## src/rtl/rotary_pkg.sv

```systemverilog
// Shared definitions for the rotary encoder LED controller.
package rotary_pkg;

  // Display modes selected by the two-bit mode input.
  typedef enum logic [1:0] {
    MODE_DOT     = 2'd0,
    MODE_BAR     = 2'd1,
    MODE_BAR_SAT = 2'd2,
    MODE_HOLD    = 2'd3
  } mode_e;

  // Quadrature contact states as seen on {b, a}.
  localparam logic [1:0] QUAD_00 = 2'b00;
  localparam logic [1:0] QUAD_01 = 2'b01;
  localparam logic [1:0] QUAD_10 = 2'b10;
  localparam logic [1:0] QUAD_11 = 2'b11;

endpackage

```

## src/rtl/rotary_debounce.sv

```systemverilog
// Two-flop synchroniser followed by a counting debouncer for one raw contact.
// The output flips only after DEBOUNCE_CYCLES consecutive synchronised samples
// that all differ from the current output; any agreeing sample restarts the run.
module rotary_debounce #(
  parameter int DEBOUNCE_CYCLES = 4
) (
  input  logic clock,
  input  logic reset_n,
  input  logic raw_in,
  output logic db_out
);

  localparam int               CNT_W    = (DEBOUNCE_CYCLES < 2) ? 1 : $clog2(DEBOUNCE_CYCLES);
  localparam logic [CNT_W-1:0] CNT_LAST = CNT_W'(DEBOUNCE_CYCLES - 1);

  logic             sync1_q, sync1_d;
  logic             sync2_q, sync2_d;
  logic             db_q, db_d;
  logic [CNT_W-1:0] cnt_q, cnt_d;

  // Next-state: shift the synchroniser and count disagreeing samples.
  always_comb begin
    sync1_d = raw_in;
    sync2_d = sync1_q;
    db_d    = db_q;
    cnt_d   = {CNT_W{1'b0}};
    if (sync2_q != db_q) begin
      if (cnt_q == CNT_LAST) begin
        db_d  = sync2_q;
        cnt_d = {CNT_W{1'b0}};
      end else begin
        db_d  = db_q;
        cnt_d = cnt_q + CNT_W'(1);
      end
    end else begin
      db_d  = db_q;
      cnt_d = {CNT_W{1'b0}};
    end
  end

  // State registers; reset discards any partial debounce run.
  always_ff @(posedge clock or negedge reset_n) begin
    if (!reset_n) begin
      sync1_q <= 1'b0;
      sync2_q <= 1'b0;
      db_q    <= 1'b0;
      cnt_q   <= {CNT_W{1'b0}};
    end else begin
      sync1_q <= sync1_d;
      sync2_q <= sync2_d;
      db_q    <= db_d;
      cnt_q   <= cnt_d;
    end
  end

  assign db_out = db_q;

endmodule

```

## src/rtl/rotary_led_ctrl.sv

```systemverilog
// Rotary encoder to LED bar/dot controller: debounced quadrature decoding,
// position counter with wrap/saturate/hold modes and a registered LED pattern.
module rotary_led_ctrl
  import rotary_pkg::*;
#(
  parameter int NUM_LEDS        = 8,
  parameter int DEBOUNCE_CYCLES = 4,
  parameter int POS_W           = $clog2(NUM_LEDS)
) (
  input  logic                clock,
  input  logic                reset_n,
  input  logic                rotary_a,
  input  logic                rotary_b,
  input  logic                rotary_press,
  input  logic                invert,
  input  logic [1:0]          mode,
  output logic [NUM_LEDS-1:0] led_out,
  output logic [POS_W-1:0]    position,
  output logic                step_valid,
  output logic                step_dir
);

  localparam logic [POS_W-1:0]    POS_MAX  = POS_W'(NUM_LEDS - 1);
  localparam logic [POS_W-1:0]    POS_ZERO = {POS_W{1'b0}};
  localparam logic [NUM_LEDS-1:0] PAT_ONE  = {{(NUM_LEDS-1){1'b0}}, 1'b1};

  // DOT lights only the current LED; bar modes light everything up to it.
  // (one_hot << 1) - 1 gives all ones when the top LED is selected.
  function automatic logic [NUM_LEDS-1:0] gen_pattern(input logic [POS_W-1:0] pos,
                                                      input mode_e          m);
    logic [NUM_LEDS-1:0] one_hot;
    one_hot      = {NUM_LEDS{1'b0}};
    one_hot[pos] = 1'b1;
    case (m)
      MODE_DOT:     gen_pattern = one_hot;
      MODE_BAR:     gen_pattern = {one_hot[NUM_LEDS-2:0], 1'b0} - PAT_ONE;
      MODE_BAR_SAT: gen_pattern = {one_hot[NUM_LEDS-2:0], 1'b0} - PAT_ONE;
      default:      gen_pattern = one_hot;
    endcase
  endfunction

  logic a_db_s, b_db_s, press_db_s;
  mode_e mode_s, eff_mode_s;
  logic step_fire_s, press_rise_s;

  logic                q1_q, q1_d;
  logic                q2_q, q2_d;
  logic                q1_prev_q, q1_prev_d;
  logic                press_prev_q, press_prev_d;
  logic [POS_W-1:0]    pos_q, pos_d;
  logic                step_valid_q, step_valid_d;
  logic                step_dir_q, step_dir_d;
  logic [NUM_LEDS-1:0] pattern_q, pattern_d;
  mode_e               hold_src_q, hold_src_d;

  rotary_debounce #(.DEBOUNCE_CYCLES(DEBOUNCE_CYCLES)) u_db_a (
    .clock  (clock),
    .reset_n(reset_n),
    .raw_in (rotary_a),
    .db_out (a_db_s)
  );

  rotary_debounce #(.DEBOUNCE_CYCLES(DEBOUNCE_CYCLES)) u_db_b (
    .clock  (clock),
    .reset_n(reset_n),
    .raw_in (rotary_b),
    .db_out (b_db_s)
  );

  rotary_debounce #(.DEBOUNCE_CYCLES(DEBOUNCE_CYCLES)) u_db_press (
    .clock  (clock),
    .reset_n(reset_n),
    .raw_in (rotary_press),
    .db_out (press_db_s)
  );

  assign mode_s = mode_e'(mode);

  // Quadrature filter: 00/11 drive q1, 01/10 drive q2; q2 at q1's rise gives direction.
  always_comb begin
    q1_d = q1_q;
    q2_d = q2_q;
    case ({b_db_s, a_db_s})
      QUAD_00: q1_d = 1'b0;
      QUAD_11: q1_d = 1'b1;
      QUAD_01: q2_d = 1'b0;
      QUAD_10: q2_d = 1'b1;
      default: begin
        q1_d = q1_q;
        q2_d = q2_q;
      end
    endcase
  end

  // Edge detection on q1 and the debounced press, plus the step report registers.
  always_comb begin
    q1_prev_d    = q1_q;
    press_prev_d = press_db_s;
    step_fire_s  = q1_q & ~q1_prev_q;
    press_rise_s = press_db_s & ~press_prev_q;
    step_valid_d = step_fire_s;
    if (step_fire_s) begin
      step_dir_d = q2_q;
    end else begin
      step_dir_d = step_dir_q;
    end
  end

  // Position counter: press wins over a step; HOLD freezes, BAR_SAT clamps, others wrap.
  always_comb begin
    pos_d = pos_q;
    if (press_rise_s) begin
      pos_d = POS_ZERO;
    end else if (step_fire_s) begin
      case (mode_s)
        MODE_HOLD: pos_d = pos_q;
        MODE_BAR_SAT: begin
          if (q2_q) begin
            pos_d = (pos_q == POS_MAX) ? pos_q : pos_q + POS_W'(1);
          end else begin
            pos_d = (pos_q == POS_ZERO) ? pos_q : pos_q - POS_W'(1);
          end
        end
        default: begin
          if (q2_q) begin
            pos_d = (pos_q == POS_MAX) ? POS_ZERO : pos_q + POS_W'(1);
          end else begin
            pos_d = (pos_q == POS_ZERO) ? POS_MAX : pos_q - POS_W'(1);
          end
        end
      endcase
    end else begin
      pos_d = pos_q;
    end
  end

  // Pattern generation; HOLD keeps displaying in the last non-HOLD mode.
  always_comb begin
    hold_src_d = hold_src_q;
    eff_mode_s = mode_s;
    if (mode_s == MODE_HOLD) begin
      eff_mode_s = hold_src_q;
      hold_src_d = hold_src_q;
    end else begin
      eff_mode_s = mode_s;
      hold_src_d = mode_s;
    end
    pattern_d = gen_pattern(pos_q, eff_mode_s);
  end

  // Controller state registers.
  always_ff @(posedge clock or negedge reset_n) begin
    if (!reset_n) begin
      q1_q         <= 1'b0;
      q2_q         <= 1'b0;
      q1_prev_q    <= 1'b0;
      press_prev_q <= 1'b0;
      pos_q        <= POS_ZERO;
      step_valid_q <= 1'b0;
      step_dir_q   <= 1'b0;
      pattern_q    <= PAT_ONE;
      hold_src_q   <= MODE_DOT;
    end else begin
      q1_q         <= q1_d;
      q2_q         <= q2_d;
      q1_prev_q    <= q1_prev_d;
      press_prev_q <= press_prev_d;
      pos_q        <= pos_d;
      step_valid_q <= step_valid_d;
      step_dir_q   <= step_dir_d;
      pattern_q    <= pattern_d;
      hold_src_q   <= hold_src_d;
    end
  end

  assign led_out    = pattern_q ^ {NUM_LEDS{invert}};
  assign position   = pos_q;
  assign step_valid = step_valid_q;
  assign step_dir   = step_dir_q;

endmodule

```

## config.mk

```make
export PLATFORM = sky130hd
export DESIGN_NAME = rotary_led_ctrl
export DESIGN_NICKNAME = d
export VERILOG_FILES = /design/src/rtl/rotary_pkg.sv /design/src/rtl/rotary_debounce.sv /design/src/rtl/rotary_led_ctrl.sv
export SDC_FILE = /design/constraint.sdc
export NUM_CORES = 1
export LEC_CHECK = 0
export ABC_AREA = 1
export CAP_MARGIN = 30
export CORE_AREA = 10 10 67 69
export CTS_CLUSTER_DIAMETER = 200
export DETAILED_ROUTE_END_ITERATION = 8
export DIE_AREA = 0 0 77 79
export GPL_ROUTABILITY_DRIVEN = 0
export HOLD_SLACK_MARGIN = 0.03
export PLACE_DENSITY_LB_ADDON = 0.15
export SKIP_LAST_GASP = 1
export SLEW_MARGIN = 20
export SYNTH_ARGS = -nofsm -noshare
export SYNTH_HDL_FRONTEND = slang
export SYNTH_SLANG_ARGS = --single-unit
export TNS_END_PERCENT = 20
```

## constraint.sdc

```tcl
create_clock -name clock -period 1.6 [get_ports clock]
set_input_delay 0.24 -clock clock [delete_from_list [all_inputs] [get_ports clock]]
set_output_delay 0.24 -clock clock [all_outputs]
set_load 0.05 [all_outputs]
```

==> results <==
==> state kept, by name, summed over array words and instances (netlist names), 2 cells and up <==
| register | cells |
|---|---|
| pattern_q | 8 |
| u_db_press.cnt_q | 2 |
| u_db_a.cnt_q | 2 |
| position | 3 |
| hold_src_q | 2 |
| u_db_b.cnt_q | 2 |
==> timing repair <==
item,CTS,global route
endpoints found under the setup margin,1,5
resized for setup,0,5
hold endpoints to repair,0,0
pin swaps,0,0
setup buffers,2,2
==> report_power, final <==
group | switching, mW | internal, mW
logic | 1.34 | 0.945
clock network | 0.288 | 0.211
registers | 0.180 | 1.15
==> worst max path at each step <==
stage                 from      endpoint  slack [ns]  cells after the start
5_1_grt        position[0]  pattern_q[7]       -0.06                     10
6_report       position[0]  pattern_q[7]        0.03                     10
4_1_cts        position[1]   position[1]        0.01                      7
3_5_place_dp   position[0]   position[1]        0.04                      7
2_1_floorplan  position[2]  pattern_q[7]       -0.02                     10
3_3_place_gp        invert    led_out[5]        0.07                      4
==> cell usage after synthesis <==
master	instances	area (µm²)
sky130_fd_sc_hd__nand4_1	1	6.260
sky130_fd_sc_hd__a21o_1	1	7.510
sky130_fd_sc_hd__mux2_2	2	22.52
sky130_fd_sc_hd__a21oi_1	3	15.01
sky130_fd_sc_hd__ha_1	10	125.1
sky130_fd_sc_hd__buf_4	1	7.510
sky130_fd_sc_hd__dfrtp_1	33	825.8
sky130_fd_sc_hd__buf_2	1	5.000
sky130_fd_sc_hd__inv_4	1	6.260
sky130_fd_sc_hd__nand3_1	9	45.04
sky130_fd_sc_hd__nand2_1	48	180.2
sky130_fd_sc_hd__o21ai_0	9	45.04
sky130_fd_sc_hd__inv_2	4	15.01
sky130_fd_sc_hd__nand2_4	1	11.26
sky130_fd_sc_hd__xor2_1	9	78.83
sky130_fd_sc_hd__nand2_2	3	18.77
sky130_fd_sc_hd__o21ai_2	2	17.52
sky130_fd_sc_hd__dfstp_2	1	26.28
sky130_fd_sc_hd__nor3_1	4	20.02
sky130_fd_sc_hd__inv_1	19	71.32
sky130_fd_sc_hd__nor2_4	2	22.52
sky130_fd_sc_hd__nor2_1	13	48.80
sky130_fd_sc_hd__xnor2_1	3	26.28
==> final cells by class <==
| class | instances | area share, % |
|---|---|---|
| sequential | 34 | 39.38 |
| multi-input combinational | 120 | 32.70 |
| timing repair buffer | 30 | 18.08 |
| inverter | 24 | 4.260 |
| tap | 46 | 2.648 |
| clock buffer | 6 | 2.360 |
| clock inverter | 2 | 0.5757 |
==> per-layer routing <==
layer  part of all wire, %  wire length [µm]
met2                    52              1706
met1                    40              1315
met3                   5.4               176
met5                     0                 0
met4                   2.3                75
==> layout by cell type, fill, tap and decap left out, types with 2 or more instances in the layout <==
master	Yosys	final
sky130_fd_sc_hd__dfrtp_1	33	30
sky130_fd_sc_hd__nand3_1	9	9
sky130_fd_sc_hd__a21oi_2	0	2
sky130_fd_sc_hd__nor3_1	4	4
sky130_fd_sc_hd__nor2_4	2	2
sky130_fd_sc_hd__clkbuf_4	0	5
sky130_fd_sc_hd__xnor2_1	3	3
sky130_fd_sc_hd__inv_2	4	4
sky130_fd_sc_hd__o21ai_2	2	2
sky130_fd_sc_hd__inv_1	19	19
sky130_fd_sc_hd__ha_1	10	9
sky130_fd_sc_hd__nor2_1	13	12
sky130_fd_sc_hd__mux2_2	2	2
sky130_fd_sc_hd__buf_4	1	11
sky130_fd_sc_hd__o21ai_0	9	9
sky130_fd_sc_hd__clkdlybuf4s50_1	0	7
sky130_fd_sc_hd__dfrtp_2	0	3
sky130_fd_sc_hd__nand2_2	3	3
sky130_fd_sc_hd__buf_12	0	12
sky130_fd_sc_hd__nand2_1	48	48
sky130_fd_sc_hd__xor2_1	9	8
==> through the flow <==
step	TNS [ns]	hold slack [ns]	cells	power, mW
after CTS	0	0.2703	260	4.088
after detailed placement	0	0.3364	250	3.568
final	0	0.2692	262	4.113
after global routing	-0.1200	0.2717	262	4.410
after floorplan	-0.02074	-0.05559	180	2.705
after global placement	0	0.3346	250	3.451
==> logic make-up after synthesis <==
kind of cell,after synthesis,synth area share (%)
simple gates,81,21.41
compound gates,15,5.163
xor+xnor,12,6.379
flops,34,51.71
mux,2,1.367
buf+inv,26,6.378
fa+ha+maj,10,7.593
==> critical path, stage by stage, from the launching register on <==
cell                      delay (ns)
sky130_fd_sc_hd__dfrtp_2        0.45
sky130_fd_sc_hd__buf_4          0.15
sky130_fd_sc_hd__nor3_1         0.14
sky130_fd_sc_hd__inv_1          0.08
sky130_fd_sc_hd__ha_1           0.22
sky130_fd_sc_hd__o21ai_0        0.13
sky130_fd_sc_hd__nor2_1         0.08
sky130_fd_sc_hd__nand2_1        0.06
sky130_fd_sc_hd__nand2_1        0.05
sky130_fd_sc_hd__nand2_1        0.05
sky130_fd_sc_hd__nand2_1        0.05
==> impl_metrics.yaml <==
status:
  run_status: "completed"
die:
  die_width_um: 77
  initial_core_util_pct: 50.99
  height_of_the_die_um: 79
  rows: 21
  io_pins: 21
  design.die.area_um2: 6083
  core_area_um2: 3232
detailed_routing:
  drt_wl_total_mm: 3.273
  drcViolationCount: 0
  number_of_iterations_in_the_first_detailed_routing_pass: 4
  via_count: 1297
  vias_per_cell: 4.950
  avgRoutedWirePerCell_um: 12.49
  antenna_violating_nets_remaining: 0
  detail_route.iter0.violations: 46
cts:
  clock_tree_from_tritoncts: "built"
  htree_num_levels: 2
  tritoncts_num_sinks: 34
  cts_buffer_count: 5
  clk_pin_slew_ns: 0.11
  cts.path.max_buffers: 2
  cts-root-buf: "sky130_fd_sc_hd__clkbuf_4"
  worst_skew_pair.late_latency_ns: 0.33
  postCtsHoldBufs: 0
timing:
  final-max-slew-violation-count: 0
  slew-limit-headroom_pct: 82.09
  final-setup-viol-count: 0
  timing.fmax_mhz: 637.1
  min_period_ns: 1.570
  grt_setup_unrepaired: "yes"
  hold_viol_final: 0
  finClkSkew_ns: 0.01264
  setup_slack_ns: 0.03043
  timing_worst_slew_pin_value_ns: 0.2659
  period_share_pct: 98.10
layout:
  fill_cells: 258
  layout.core_utilization_pct: 67.25
  final_area_um2: 2173
  area_growth_syn_to_layout_pct: 31.89
  design.final.nets: 233
  insertedDiodeCount: 0
  post_route_cells_drive_above_1_share_pct: 25.46
  multiInputGateArea_um2: 710.7
  area.sequential_um2: 855.8
setup_path:
  ff2ff_setup_slack_ns: 0.03
  worst_setup_path_end_kind: "register"
  timing.rr.end: "pattern_q[7]"
  critPathLaunchType: "register"
  arrival_ns: 1.80
  r2r_cells: 10
  cp_max_fo: 4
  worst_ep_required_time_ns: 1.83
  setup.worst_path.class: "reg2reg"
  worstReg2RegStart: "position[0]"
global_routing:
  grt_max_degree: 35
  globalRouteMet3Util_pct: 5.068
  globalRoute.busiestLayer: "met2"
  grt_overflow_total: 0
  grt_use_met1_pct: 10.74
  globalRouteTotalUtil_pct: 11.35
  grt_pass1_vias: 1368
  grt_pass1_wl_mm: 5.644
  globalRouteMet2Util_pct: 20.91
  grt_antenna_before_repair: 0
logic_synthesis:
  synth_seq_area_share_pct: 51.71
  synthesized_instance_count: 180
  synth-seq-cells: 34
  synth-warning-count: 0
  syn_nets: 198
  netlist-cell-type-count: 23
  synth_area_per_cell_um2: 9.155
  post_synth_instance_area_um2: 1648
power:
  p_per_area_nw_per_um2: 1893
  vdd_ir_drop_max_mv: 0.8381
  static-leakage-power_nw: 1.117
placed_design:
  dpl_worst_slack_ns: 0.03665
  dp_hpwl_mm: 2.526
  dpl_cell_area_um2: 2059
  io_buffers: 20
worst_hold_path:
  holdCritPathClass: "in2async"
run:
  cap_viol_max_count: 0
Note: power is estimated with default switching activity, not from simulation.
